## src/rtl/sysid_check_pkg.sv

```systemverilog
// -----------------------------------------------------------------------------
// sysid_check_pkg
// Shared definitions for the system-ID check controller:
//   - state_t              : controller FSM state encoding
//   - ADDR_ID / ADDR_TS    : word-select values on avm_address
//   - DEFAULT_EXPECTED_ID  : default required value of word 0
//   - DEFAULT_EXPECTED_TS  : default required value of word 1
//   - words_match()        : compare both captured words against expectations
//   - is_read_state()      : true in the states that drive avm_read
// -----------------------------------------------------------------------------
package sysid_check_pkg;

    typedef enum logic [2:0] {
        ST_IDLE   = 3'd0,
        ST_RD_ID  = 3'd1,
        ST_LAT_ID = 3'd2,
        ST_RD_TS  = 3'd3,
        ST_LAT_TS = 3'd4,
        ST_CHECK  = 3'd5,
        ST_FINISH = 3'd6
    } state_t;

    localparam logic        ADDR_ID             = 1'b0;
    localparam logic        ADDR_TS             = 1'b1;

    localparam logic [31:0] DEFAULT_EXPECTED_ID = 32'd0;
    localparam logic [31:0] DEFAULT_EXPECTED_TS = 32'd1428568153;

    function automatic logic words_match(
        input logic [31:0] id_word,
        input logic [31:0] ts_word,
        input logic [31:0] exp_id,
        input logic [31:0] exp_ts
    );
        return (id_word == exp_id) && (ts_word == exp_ts);
    endfunction

    function automatic logic is_read_state(input state_t st);
        return (st == ST_RD_ID) || (st == ST_RD_TS);
    endfunction

endpackage

```

## src/rtl/sysid_check_ctrl_avm_read_timer.sv

```systemverilog
// -----------------------------------------------------------------------------
// avm_read_timer
// One 16-bit cycle counter shared between the stall timeout and the read
// latency wait of an Avalon-MM read sequencer. The owner decides which of the
// two outputs is meaningful in its current state.
// Parameters:
//   TIMEOUT_CYCLES : stall cycles allowed before expired (1..65535)
//   READ_LATENCY   : accepted-read to readdata-valid distance (0..3)
// Ports:
//   clock    in  : system clock
//   reset    in  : asynchronous active-high reset
//   clear    in  : zero the counter (wins over run)
//   run      in  : advance the counter this cycle
//   expired  out : this running cycle is the TIMEOUT_CYCLES-th one
//   lat_done out : counter sits on the last latency cycle
// -----------------------------------------------------------------------------
module avm_read_timer #(
    parameter int unsigned TIMEOUT_CYCLES = 255,
    parameter int unsigned READ_LATENCY   = 0
) (
    input  logic clock,
    input  logic reset,
    input  logic clear,
    input  logic run,
    output logic expired,
    output logic lat_done
);

    // Compare against "limit minus one" so the flag is raised in the cycle in
    // which the counter would reach the limit, letting the owner act on that
    // very edge.
    localparam logic [15:0] TIMEOUT_LAST = 16'(TIMEOUT_CYCLES - 32'd1);
    localparam logic [15:0] LATENCY_LAST = (READ_LATENCY == 32'd0) ? 16'd0
                                         : 16'(READ_LATENCY - 32'd1);

    logic [15:0] count_r;

    // Cycle counter: clear has priority, otherwise count while running.
    always_ff @(posedge clock or posedge reset) begin
        if (reset) begin
            count_r <= 16'd0;
        end else if (clear) begin
            count_r <= 16'd0;
        end else if (run) begin
            count_r <= count_r + 16'd1;
        end else begin
            count_r <= count_r;
        end
    end

    assign expired  = run && (count_r == TIMEOUT_LAST);
    assign lat_done = (count_r == LATENCY_LAST);

endmodule

```

## src/rtl/sysid_check_ctrl.sv

```systemverilog
// -----------------------------------------------------------------------------
// sysid_check_ctrl
// Avalon-MM read master that reads the system-ID slave (word 0 = ID,
// word 1 = build timestamp), compares both words with build-time constants
// and reports pass / timeout status. A mismatch triggers up to MAX_RETRIES
// further full passes; a read stalled for TIMEOUT_CYCLES aborts the check.
//
// Optional feature macro: SYSID_CHECK_AUTOSTART_EN
//   defined   : a one-shot launches a check on the first edge after reset
//   undefined : checks start only on the start pulse
//
// Ports:
//   clock           in   system clock
//   reset           in   asynchronous active-high reset
//   start           in   one-cycle pulse, honoured only while idle
//   avm_address     out  word select (0 = ID, 1 = timestamp)
//   avm_read        out  read strobe
//   avm_readdata    in   [31:0] slave read data
//   avm_waitrequest in   slave stall
//   busy            out  check in progress
//   done            out  one-cycle pulse at the end of every check
//   pass            out  sticky: last check matched both words
//   error_timeout   out  sticky: last check aborted on a stalled read
//   id_value        out  [31:0] last captured word 0
//   ts_value        out  [31:0] last captured word 1
//   retry_count     out  [3:0] retries consumed by the last check
// -----------------------------------------------------------------------------
module sysid_check_ctrl
    import sysid_check_pkg::*;
#(
    parameter logic [31:0] EXPECTED_ID    = DEFAULT_EXPECTED_ID,
    parameter logic [31:0] EXPECTED_TS    = DEFAULT_EXPECTED_TS,
    parameter int unsigned READ_LATENCY   = 0,
    parameter int unsigned TIMEOUT_CYCLES = 255,
    parameter int unsigned MAX_RETRIES    = 3
) (
    input  logic        clock,
    input  logic        reset,
    input  logic        start,
    output logic        avm_address,
    output logic        avm_read,
    input  logic [31:0] avm_readdata,
    input  logic        avm_waitrequest,
    output logic        busy,
    output logic        done,
    output logic        pass,
    output logic        error_timeout,
    output logic [31:0] id_value,
    output logic [31:0] ts_value,
    output logic [3:0]  retry_count
);

    localparam logic [3:0] RETRY_LIMIT = 4'(MAX_RETRIES);
    localparam logic       ZERO_LAT    = (READ_LATENCY == 32'd0);

    state_t      state_r;
    state_t      next_state_s;

    logic        avm_read_r;
    logic        avm_address_r;
    logic        busy_r;
    logic        done_r;
    logic        pass_r;
    logic        timeout_r;
    logic [31:0] id_r;
    logic [31:0] ts_r;
    logic [3:0]  retry_r;

    logic        pass_nxt_s;
    logic        timeout_nxt_s;
    logic [31:0] id_nxt_s;
    logic [31:0] ts_nxt_s;
    logic [3:0]  retry_nxt_s;

    logic        start_s;
    logic        in_read_s;
    logic        in_lat_s;
    logic        timer_run_s;
    logic        timer_clear_s;
    logic        expired_s;
    logic        lat_done_s;

`ifdef SYSID_CHECK_AUTOSTART_EN
    logic        autostart_r;

    // One-shot: high out of reset, drops after the first clock edge.
    always_ff @(posedge clock or posedge reset) begin
        if (reset) begin
            autostart_r <= 1'b1;
        end else begin
            autostart_r <= 1'b0;
        end
    end

    assign start_s = start | autostart_r;
`else
    assign start_s = start;
`endif

    // The counter runs while a read is stalled or while waiting out the read
    // latency; it restarts at every acceptance, at the end of every latency
    // wait and in every state that does neither.
    assign in_read_s     = is_read_state(state_r);
    assign in_lat_s      = (state_r == ST_LAT_ID) || (state_r == ST_LAT_TS);
    assign timer_run_s   = (in_read_s && avm_waitrequest) || in_lat_s;
    assign timer_clear_s = !timer_run_s || (in_lat_s && lat_done_s);

    avm_read_timer #(
        .TIMEOUT_CYCLES (TIMEOUT_CYCLES),
        .READ_LATENCY   (READ_LATENCY)
    ) u_timer (
        .clock    (clock),
        .reset    (reset),
        .clear    (timer_clear_s),
        .run      (timer_run_s),
        .expired  (expired_s),
        .lat_done (lat_done_s)
    );

    // Next-state and next-status decode.
    always_comb begin
        next_state_s  = state_r;
        pass_nxt_s    = pass_r;
        timeout_nxt_s = timeout_r;
        id_nxt_s      = id_r;
        ts_nxt_s      = ts_r;
        retry_nxt_s   = retry_r;

        case (state_r)
            ST_IDLE: begin
                if (start_s) begin
                    pass_nxt_s    = 1'b0;
                    timeout_nxt_s = 1'b0;
                    retry_nxt_s   = 4'd0;
                    next_state_s  = ST_RD_ID;
                end else begin
                    next_state_s  = ST_IDLE;
                end
            end

            ST_RD_ID: begin
                if (avm_waitrequest) begin
                    if (expired_s) begin
                        timeout_nxt_s = 1'b1;
                        next_state_s  = ST_FINISH;
                    end else begin
                        next_state_s  = ST_RD_ID;
                    end
                end else if (ZERO_LAT) begin
                    id_nxt_s     = avm_readdata;
                    next_state_s = ST_RD_TS;
                end else begin
                    next_state_s = ST_LAT_ID;
                end
            end

            ST_LAT_ID: begin
                if (lat_done_s) begin
                    id_nxt_s     = avm_readdata;
                    next_state_s = ST_RD_TS;
                end else begin
                    next_state_s = ST_LAT_ID;
                end
            end

            ST_RD_TS: begin
                if (avm_waitrequest) begin
                    if (expired_s) begin
                        timeout_nxt_s = 1'b1;
                        next_state_s  = ST_FINISH;
                    end else begin
                        next_state_s  = ST_RD_TS;
                    end
                end else if (ZERO_LAT) begin
                    ts_nxt_s     = avm_readdata;
                    next_state_s = ST_CHECK;
                end else begin
                    next_state_s = ST_LAT_TS;
                end
            end

            ST_LAT_TS: begin
                if (lat_done_s) begin
                    ts_nxt_s     = avm_readdata;
                    next_state_s = ST_CHECK;
                end else begin
                    next_state_s = ST_LAT_TS;
                end
            end

            ST_CHECK: begin
                if (words_match(id_r, ts_r, EXPECTED_ID, EXPECTED_TS)) begin
                    pass_nxt_s   = 1'b1;
                    next_state_s = ST_FINISH;
                end else if (retry_r < RETRY_LIMIT) begin
                    retry_nxt_s  = retry_r + 4'd1;
                    next_state_s = ST_RD_ID;
                end else begin
                    pass_nxt_s   = 1'b0;
                    next_state_s = ST_FINISH;
                end
            end

            ST_FINISH: begin
                next_state_s = ST_IDLE;
            end

            default: begin
                next_state_s = ST_IDLE;
            end
        endcase
    end

    // State, status and output registers. Bus and handshake outputs are
    // decoded from the next state so they change together with the state.
    always_ff @(posedge clock or posedge reset) begin
        if (reset) begin
            state_r       <= ST_IDLE;
            avm_read_r    <= 1'b0;
            avm_address_r <= ADDR_ID;
            busy_r        <= 1'b0;
            done_r        <= 1'b0;
            pass_r        <= 1'b0;
            timeout_r     <= 1'b0;
            id_r          <= 32'd0;
            ts_r          <= 32'd0;
            retry_r       <= 4'd0;
        end else begin
            state_r       <= next_state_s;
            avm_read_r    <= is_read_state(next_state_s);
            avm_address_r <= (next_state_s == ST_RD_TS) ? ADDR_TS : ADDR_ID;
            busy_r        <= (next_state_s != ST_IDLE);
            done_r        <= (next_state_s == ST_FINISH);
            pass_r        <= pass_nxt_s;
            timeout_r     <= timeout_nxt_s;
            id_r          <= id_nxt_s;
            ts_r          <= ts_nxt_s;
            retry_r       <= retry_nxt_s;
        end
    end

    assign avm_read      = avm_read_r;
    assign avm_address   = avm_address_r;
    assign busy          = busy_r;
    assign done          = done_r;
    assign pass          = pass_r;
    assign error_timeout = timeout_r;
    assign id_value      = id_r;
    assign ts_value      = ts_r;
    assign retry_count   = retry_r;

endmodule

```

## config.mk

```make
export PLATFORM = sky130hd
export DESIGN_NAME = sysid_check_ctrl
export DESIGN_NICKNAME = d
export VERILOG_FILES = /design/src/rtl/sysid_check_pkg.sv /design/src/rtl/sysid_check_ctrl_avm_read_timer.sv /design/src/rtl/sysid_check_ctrl.sv
export SDC_FILE = /design/constraint.sdc
export NUM_CORES = 1
export LEC_CHECK = 0
export CAP_MARGIN = 10
export CORE_MARGIN = 2
export CORE_UTILIZATION = 53
export DETAILED_ROUTE_END_ITERATION = 7
export PLACE_DENSITY = 0.86
export SETUP_SLACK_MARGIN = 0.4
export SLEW_MARGIN = 20
export SYNTH_ARGS = -nofsm -noshare
export SYNTH_HDL_FRONTEND = slang
export SYNTH_SLANG_ARGS = --single-unit
```

## constraint.sdc

```tcl
create_clock -name clock -period 5.8 [get_ports clock]
set_input_delay 1.16 -clock clock [delete_from_list [all_inputs] [get_ports clock]]
set_output_delay 1.16 -clock clock [all_outputs]
set_load 0.05 [all_outputs]
```

==> impl_metrics.py <==
metrics = {
    "global_routing": {
        "antenna_found_initial": 0,
        "grt_overflow": 0,
        "grt_pass1_wl_mm": 15.53,
        "grt_usage_pct": 22.90,
        "grt_start_max_net_pins": 48,
        "grt_pass1_vias": 3021,
    },
    "detailed_routing": {
        "firstDrtPassIters": 4,
        "wl_per_cell_um": 17.98,
        "vias": 2947,
        "drtIter0Drc": 98,
        "drc": 0,
        "routed_wl_mm": 9.491,
        "viasPerCell": 5.581,
        "postRouteAntennaNets": 0,
    },
    "setup_path": {
        "slowest_delay_ns": 0.59,
        "crit_buf_inv": 2,
        "crit_chain": "clkdlybuf4s50_1 > nor2b_1 > a31oi_4 > buf_4 > mux2_4",
        "crit_path_start_kind": "primary input",
        "cp_top_family": "buffers and inverters",
        "path_max_fanout": 20,
        "crit_required_ns": 6.04,
        "end_kind": "register",
        "arrival_ns": 3.27,
        "crit_type": "primary input to register",
        "crit_path_top_delay_cell": "clkdlybuf4s50_1",
    },
    "cts": {
        "clock_path_buffers": 2,
        "clock_sinks": 93,
        "postCtsHoldBufs": 0,
        "clk_latency_ns": 0.35,
        "h-tree-depth": 3,
        "cts_buffers": 9,
        "cts_tree": "built",
        "cts_resized": 0,
        "cts_root_buffer": "clkbuf_8",
        "clk_pin_slew_ns": 0.08,
        "post_cts_buffers": 0,
    },
    "synthesis": {
        "synthCells": 315,
        "synth_area_leaders": "dfrtp_1, mux2_4, mux2_2",
        "async_flop_share_pct": 100.0,
        "ys_seq_area_share_pct": 54.79,
        "synth_flop_cell": "dfrtp_1",
        "ys_seq_elements": 93,
        "syn_avg_cell_area_um2": 13.49,
        "syn_nets": 355,
        "synth.distinct_cells": 46,
        "syn_area_um2": 4248,
        "yosysTopAreaCell": "dfrtp_1",
        "synth.yosys.warnings": 0,
        "synth_edf_count": 0,
        "synth_top_area_share_pct": 54.79,
    },
    "sta": {
        "setup_violations": 0,
        "skew_ns": 0.01816,
        "period_minus_slack_ns": 3.036,
        "fin_ws_ns": 2.764,
        "slew_viol_final": 0,
        "slew_headroom_pct": 45.18,
        "rsz0062_at_grt": "no",
        "hold_viol": 0,
        "worstMarginPinSlew_ns": 0.8148,
        "max_freq_mhz": 329.4,
        "period_share_pct": 52.35,
        "tns_ns": 0,
    },
    "finish": {
        "layout_common_cells": "clkdlybuf4s50_1, dfrtp_1, mux2_4, mux2_2, nor2_1",
        "layout_commonest_cell": "clkdlybuf4s50_1",
        "areaGrowthSynthToFinish_pct": 31.05,
        "antenna_cells": 0,
        "drive_gt1_share_pct": 18.78,
        "nets": 463,
        "fin_cells": 528,
    },
    "die": {
        "coreArea_um2": 7727,
        "io_pins": 110,
        "die_h_um": 93.53,
        "rows": 32,
        "die_width_um": 93.53,
        "start_util_pct": 54.97,
        "dieArea_um2": 8747,
    },
    "status": {
        "status": "finished, final reports clean",
    },
    "power": {
        "power_mw": 3.757,
        "power.leakage_nw": 2.409,
        "ir_drop_mv": 0.4292,
        "powerDensity_nw_per_um2": 675.0,
    },
    "run": {
        "cap_violations": 0,
    },
    "placed_design": {
        "dp_slack_ns": 2.409,
        "place_inst": 514,
        "place.gp.congestion": 0.7777,
        "dp_hpwl_mm": 7.088,
        "portBuffers": 109,
    },
    "hold_path": {
        "hp-class": "register to register",
    },
}
-- kinds of logic after synthesis --
group	count (synthesis)	share of synthesized area (%)
AO/OA/AOI/OAI	20	3.594
XOR/XNOR	14	2.887
adder cells (fa/ha/maj)	4	1.178
buffers and inverters	20	2.916
flip-flops	93	54.79
multiplexers	67	20.32
AND/OR/NAND/NOR	97	14.32
-- worst paths after layout --
check                                   startpoint            endpoint  slack [ns]  depth (start not counted)
worst max register to register  u_timer.count_r[0]        id_value[24]        3.20                          7
min in group asynchronous                    reset          state_r[2]        1.27                          2
worst max-delay path               avm_waitrequest        ts_value[12]        2.76                          5
max in group asynchronous                    reset        id_value[12]        3.47                          3
worst min-delay path            u_timer.count_r[0]  u_timer.count_r[0]        0.47                          1
worst min register to register  u_timer.count_r[0]  u_timer.count_r[0]        0.47                          1
-- power breakdown --
group	leakage, nW	internal, mW	switching (mW)	total [mW]
Combinational	1.18	0.870	1.30	2.17
Sequential	1.14	0.916	0.260	1.18
Clock	0.0838	0.196	0.218	0.414
-- per-stage QoR --
step                hold WS [ns]  cell area, µm²  utilization [%]
floorplan                 0.4322            4248                -
global placement          0.4475            5381            69.64
detailed placement        0.4593            5381            69.64
CTS                       0.4698            5567            72.04
global route              0.5179            5567            72.04
finish                    0.4653            5567            72.04
-- final cells by class --
| cell class | count | area (µm²) |
|---|---|---|
| Clock inverter | 5 | 61.31 |
| Clock buffer | 9 | 123.9 |
| Inverter | 6 | 23.77 |
| Timing Repair Buffer | 111 | 1106 |
| Fill cell | 513 | 2161 |
| Multi-Input combinational cell | 202 | 1797 |
| Sequential cell | 93 | 2327 |
| Tap cell | 102 | 127.6 |
-- sequential cells by signal, indices dropped and copies added, names as in the netlist --
| name | flops |
|---|---|
| id_value | 32 |
| state_r | 3 |
| done | 1 |
| pass | 1 |
| ts_value | 32 |
| u_timer.count_r | 16 |
| avm_address | 1 |
| retry_count | 4 |
| error_timeout | 1 |
| busy | 1 |
| avm_read | 1 |
-- cell usage after synthesis, types with 3 or more instances --
| master | count |
|---|---|
| clkbuf_1 | 5 |
| dfrtp_1 | 93 |
| mux2_4 | 30 |
| mux2_2 | 23 |
| nor4b_1 | 3 |
| nand3_1 | 10 |
| inv_1 | 5 |
| nor2b_1 | 3 |
| nand2_1 | 12 |
| xor2_1 | 13 |
| nor4_1 | 10 |
| buf_6 | 6 |
| mux2i_1 | 3 |
| ha_1 | 4 |
| mux2_1 | 11 |
| nor2_1 | 20 |
| nand4_1 | 9 |
| a21oi_1 | 4 |
| o21ai_0 | 5 |
| nand2b_1 | 3 |
| and3_1 | 4 |
| nor4bb_1 | 4 |
| and4_1 | 3 |
| and2_1 | 4 |
| buf_2 | 3 |
-- metal layers --
layer | global-route usage (%) | vias to the layer above | share of wire, %
met4 | 9.314 | 0 | 1.8
met3 | 3.787 | 16 | 5.1
li1 | - | 1358 | -
met1 | 33.06 | 1474 | 46
met5 | 0 | - | 0
met2 | 34.65 | 99 | 47
No activity file was read; power rests on OpenSTA's default activity.
